**config.mk**
```make
export PLATFORM = sky130hd
export DESIGN_NAME = alu_serial_seq
export DESIGN_NICKNAME = d
export VERILOG_FILES = /design/src/rtl/alu_serial_seq.sv
export SDC_FILE = /design/constraint.sdc
export NUM_CORES = 1
export LEC_CHECK = 0
export ABC_CLOCK_PERIOD_IN_PS = 2200
export BUFFER_PORTS_ARGS = -buffer_cell sky130_fd_sc_hd__buf_2
export CORE_ASPECT_RATIO = 0.9
export CORE_MARGIN = 5
export CORE_UTILIZATION = 30
export CTS_CLUSTER_DIAMETER = 50
export CTS_CLUSTER_SIZE = 14
export DETAILED_ROUTE_END_ITERATION = 8
export GPL_ROUTABILITY_DRIVEN = 0
export PLACE_DENSITY = 0.48
export SLEW_MARGIN = 20
export SYNTH_ARGS = -nofsm -noshare
export SYNTH_HDL_FRONTEND = slang
export SYNTH_SLANG_ARGS = --single-unit
```
**constraint.sdc**
```tcl
create_clock -name clk -period 2.2 [get_ports clk]
set_input_delay 0.11 -clock clk [delete_from_list [all_inputs] [get_ports clk]]
set_output_delay 0.11 -clock clk [all_outputs]
set_load 0.02 [all_outputs]
```
**src/rtl/alu_serial_seq.sv**
```systemverilog
// alu_serial_seq: bit-serial sequencer for a single 1-bit ALU slice.
// Feeds latched operands to the slice one bit per cycle (LSB first),
// chains the slice carry, assembles the full-width result and forms c/z/o/s.
// Optional feature macro: ALU_SEQ_ABORT_EN adds an abort input that cancels
// a running operation (no done pulse, partial result/flags are kept).
//
// Handshake: start is sampled only in IDLE or DONE; an accepted start
// launches WIDTH RUN cycles, then done pulses high for exactly one cycle
// while result/flags are valid. busy is high for every RUN cycle.
module alu_serial_seq #(
  parameter int WIDTH = 128,
  parameter int IDXW  = $clog2(WIDTH)
) (
  input  logic             clk,
  input  logic             rst,
`ifdef ALU_SEQ_ABORT_EN
  input  logic             abort,
`endif
  input  logic             start,
  input  logic [WIDTH-1:0] a,
  input  logic [WIDTH-1:0] b,
  input  logic             cin_in,
  input  logic [2:0]       opsel_in,
  input  logic             mode_in,
  output logic             slice_op1,
  output logic             slice_op2,
  output logic             slice_cin,
  output logic [2:0]       slice_opsel,
  output logic             slice_mode,
  input  logic             slice_result,
  input  logic             slice_c,
  input  logic             slice_o,
  input  logic             slice_z,
  input  logic             slice_s,
  output logic             busy,
  output logic             done,
  output logic [WIDTH-1:0] result,
  output logic             c_flag,
  output logic             z_flag,
  output logic             o_flag,
  output logic             s_flag,
  output logic [1:0]       dbg_state
);

  typedef enum logic [1:0] {
    IDLE = 2'd0,
    RUN  = 2'd1,
    DONE = 2'd2
  } state_t;

  state_t           state;
  logic [IDXW-1:0]  idx;
  logic [WIDTH-1:0] a_q;
  logic [WIDTH-1:0] b_q;
  logic [2:0]       opsel_q;
  logic             mode_q;
  logic             carry_q;
  logic             zacc;

  logic running;
  logic last_bit;
  logic abort_run;

  // The slice computes z and s per bit; both flags are formed here instead.
  logic unused_slice_flags;
  assign unused_slice_flags = slice_z ^ slice_s;

  assign running   = (state == RUN);
  assign last_bit  = (idx == IDXW'(WIDTH - 1));
  assign dbg_state = state;

`ifdef ALU_SEQ_ABORT_EN
  assign abort_run = abort && running;
`else
  assign abort_run = 1'b0;
`endif

  // Slice drive: current bit pair and chained carry in RUN, quiet otherwise.
  always_comb begin
    slice_op1   = 1'b0;
    slice_op2   = 1'b0;
    slice_cin   = 1'b0;
    slice_opsel = 3'b000;
    slice_mode  = 1'b0;
    if (running) begin
      slice_op1   = a_q[idx];
      slice_op2   = b_q[idx];
      slice_cin   = carry_q;
      slice_opsel = opsel_q;
      slice_mode  = mode_q;
    end
  end

  // Sequencer FSM with registered busy/done, result assembly and flags.
  always_ff @(posedge clk) begin
    if (rst) begin
      state   <= IDLE;
      idx     <= '0;
      a_q     <= '0;
      b_q     <= '0;
      opsel_q <= 3'b000;
      mode_q  <= 1'b0;
      carry_q <= 1'b0;
      zacc    <= 1'b0;
      busy    <= 1'b0;
      done    <= 1'b0;
      result  <= '0;
      c_flag  <= 1'b0;
      z_flag  <= 1'b0;
      o_flag  <= 1'b0;
      s_flag  <= 1'b0;
    end else begin
      done <= 1'b0;
      case (state)
        IDLE, DONE: begin
          busy <= 1'b0;
          if (start) begin
            a_q     <= a;
            b_q     <= b;
            opsel_q <= opsel_in;
            mode_q  <= mode_in;
            carry_q <= cin_in;
            zacc    <= 1'b0;
            idx     <= '0;
            busy    <= 1'b1;
            state   <= RUN;
          end else begin
            state <= IDLE;
          end
        end
        RUN: begin
          if (abort_run) begin
            // Cancelled: keep whatever result/flag bits were already written.
            busy  <= 1'b0;
            idx   <= '0;
            state <= IDLE;
          end else begin
            result[idx] <= slice_result;
            carry_q     <= slice_c;
            zacc        <= zacc | slice_result;
            if (last_bit) begin
              c_flag <= slice_c;
              o_flag <= slice_o;
              s_flag <= slice_result;
              z_flag <= ~(zacc | slice_result);
              busy   <= 1'b0;
              done   <= 1'b1;
              state  <= DONE;
            end else begin
              idx <= idx + IDXW'(1);
            end
          end
        end
        default: begin
          busy  <= 1'b0;
          state <= IDLE;
        end
      endcase
    end
  end

endmodule

```
==> flow_summary_export.csv <==
group,metric,value,unit
status,status,"finished with violations",
status,violations,"setup timing",
finish,regArea,8120,sq um
synthesis,yosys_most_used_dff,"dfxtp_1",
finish,area_growth,49.9,%
synthesis,synth_area,16800,sq um
timing,period_minus_slack,2990,ps
detailed_routing,drc_errors,0,
finish,multi_input_area,8050,sq um
global_routing,grt_antenna_before_repair,2,
finish,n_antenna_cell,0,
power,leakage,10.0,nW
synthesis,synthCells,2147,
global_routing,grt_start_max_net_pins,120,
cts,cts_tree,"built",
synthesis,yosysSeqAreaShare,0.483,
finish,final_net_count,3122,
timing,finalCritPeriodShare,1.36,
setup_path,required,2090,ps
global_routing,grt_pass1_vias,18405,
cts,clk_pin_slew,60,ps
cts,clock-sinks,405,
setup_path,cp-start-kind,"flop",
floorplanning,start_util,0.302,
synthesis,synth_nets,2417,
cts,numCtsBuffers,46,
placed_design,portBuffers,409,
finish,layout_commonest_cell,"nand2_1",
run,drv_cap,0,
cts,clockBufferDepth,3,
synthesis,synth-warning-count,0,
floorplanning,die_h,234,um
global_routing,grt_util_all_layers,0.228,
synthesis,ys_ff_latch,405,
floorplanning,pin_count,412,
detailed_routing,drt_wl_total,73.2,mm
floorplanning,die_w,259,um
timing,drv_slew,0,
synthesis,synth_edf_count,0,
power,powerDensity,712,nW/um^2
timing,rsz0062_at_grt,"yes",
worst_hold_path,hp-class,"primary input to flop",
detailed_routing,vias_per_cell,5.09,
setup_path,crit_path_end_kind,"primary output",
timing,relSlewSlack,0.586,
floorplanning,rows,82,
detailed_routing,dr.pass1.iters,5,
timing,setup_viol,2,
finish,drive_gt1_frac,0.241,
finish,final_cells,3645,
setup_path,critPathArrivalTime,2880,ps
cts,htree_levels,2,
cts,clk_latency,580,ps
synthesis,ys_async_sr_fraction,0,
global_routing,overflow,0,
timing,finalHoldViolCount,0,
detailed_routing,vias,18535,
placed_design,dp.cells,3258,
timing,setup_slack,-790,ps
detailed_routing,final_antenna_net_count,0,
synthesis,syn_area_per_cell,7.81,sq um
setup_path,crit_fanout,6,
timing,finalClockSkew,26.7,ps
finish,fillerInstances,5481,
timing,fmax,0.334,GHz
finish,final_cell_mix,"nand2_1 (561), a21oi_1 (433), buf_2 (405), dfxtp_1 (401), dlygate4sd3_1 (293)",
power,total_power,0.0179,W
setup_path,critical_path_class,"flop to primary output",
global_routing,grt_pass1_wl,108,mm
power,peakVddDrop,0.504,mV
detailed_routing,dr.first_iter.drc_count,1479,
floorplanning,core_area,55500,sq um
timing,worstMarginPinSlew,618,ps
synthesis,yosysUniqueCellTypes,55,
placed_design,post-dp-hpwl,49.8,mm
floorplanning,die-area,60800,sq um
cts,cts_root_buffer,"clkbuf_16",
detailed_routing,wl_per_cell,20.1,um
## worst paths after layout
path / start / to / slack [ps] / cells past startpoint
hold / removal: start / idx[6] / 140 / 4
setup / recovery: idx[2] / slice_op1 / -790 / 9
hold reg to reg: b_q[36] / b_q[36] / 450 / 2
setup reg to reg: idx[0] / idx[5] / 100 / 11
## critical path: stages (launching register included)
cell	delay (ps)
dfxtp_4	410
buf_6	130
mux2_1	340
a221oi_2	240
a21oi_1	80
o32a_1	210
a221o_1	370
a311oi_2	240
nor3_2	100
buf_4	180
## synth_stat cells, types with 2 or more instances
cell type,count,area (sq um)
nand2_1,561,2110
a21oi_1,434,2170
dfxtp_1,405,8110
nand3_1,144,721
o21ai_0,143,716
clkbuf_1,131,492
nor2_1,51,191
a22oi_1,38,285
a221oi_1,32,280
buf_2,24,120
mux2i_1,24,240
nor3_1,21,105
buf_1,19,71.3
mux2_2,13,146
mux4_2,10,225
nor2b_1,10,62.6
and2_1,7,43.8
nand2b_1,7,43.8
buf_4,6,45.0
buf_6,6,67.6
mux2_1,6,67.6
a22o_1,4,35.0
nor3_2,4,40.0
a2111oi_0,3,26.3
nor3b_1,3,22.5
nor4_1,3,18.8
a211oi_1,2,15.0
a221oi_2,2,30.0
a31oi_1,2,12.5
inv_1,2,7.51
nand4_1,2,12.5
o211ai_1,2,15.0
o2bb2ai_1,2,17.5
xnor2_1,2,17.5
xor2_1,2,17.5
## metrics by stage
stage | setup TNS [ps] | utilization | cell area [sq um] | setup slack, ps | hold WS (ps)
final | -1420 | 0.453 | 25100 | -790 | 140
after global routing | -1760 | 0.453 | 25100 | -908 | 146
after CTS | -1570 | 0.449 | 24900 | -795 | 111
after detailed placement | -648 | 0.367 | 20400 | -371 | 357
after global placement | -655 | 0.367 | 20400 | -353 | 358
after floorplan | 0 | - | 16800 | 81.8 | 246
## layer usage
layer  global-route usage  share of wire
met5                    0              0
met4               0.0723          0.029
met3               0.0387          0.068
met2                0.376           0.47
met1                0.306           0.44
## power breakdown
group | switching (W) | total, W | internal [W]
logic | 0.00113 | 0.00213 | 0.00100
registers | 0.000198 | 0.00783 | 0.00763
clock network | 0.00340 | 0.00793 | 0.00453
## logic make-up after synthesis
group,after synthesis,synth area share
flops,405,0.483
simple gates,818,0.203
mux,53,0.0405
fa+ha+maj,1,0.000746
buf+inv,188,0.0479
compound gates,678,0.222
xor+xnor,4,0.00209
## registers in the layout (all words and copies together) (netlist names)
| name | cells |
|---|---|
| o_flag | 1 |
| busy | 1 |
| zacc | 1 |
| c_flag | 1 |
| mode_q | 1 |
| s_flag | 1 |
| b_q | 128 |
| idx | 7 |
| a_q | 128 |
| done | 1 |
| carry_q | 1 |
| z_flag | 1 |
| opsel_q | 3 |
| result | 128 |
| dbg_state | 2 |
## repair_timing
item                                   CTS  global route
buffers inserted                         3             3
hold buffers                           293             0
resized for setup                       16            33
endpoints found under the hold margin  304             0
setup endpoints to repair                2             9
pin swaps                                3             5
cloned                                   0             3
## layout make-up
cell class                      count  area share
Sequential cell                   405       0.323
Multi-Input combinational cell   1554       0.320
Timing Repair Buffer              843       0.257
Clock buffer                       61      0.0505
Tap cell                          756      0.0376
Clock inverter                     24      0.0115
Inverter                            2    0.000299
Power figures use the tool's default switching activity.
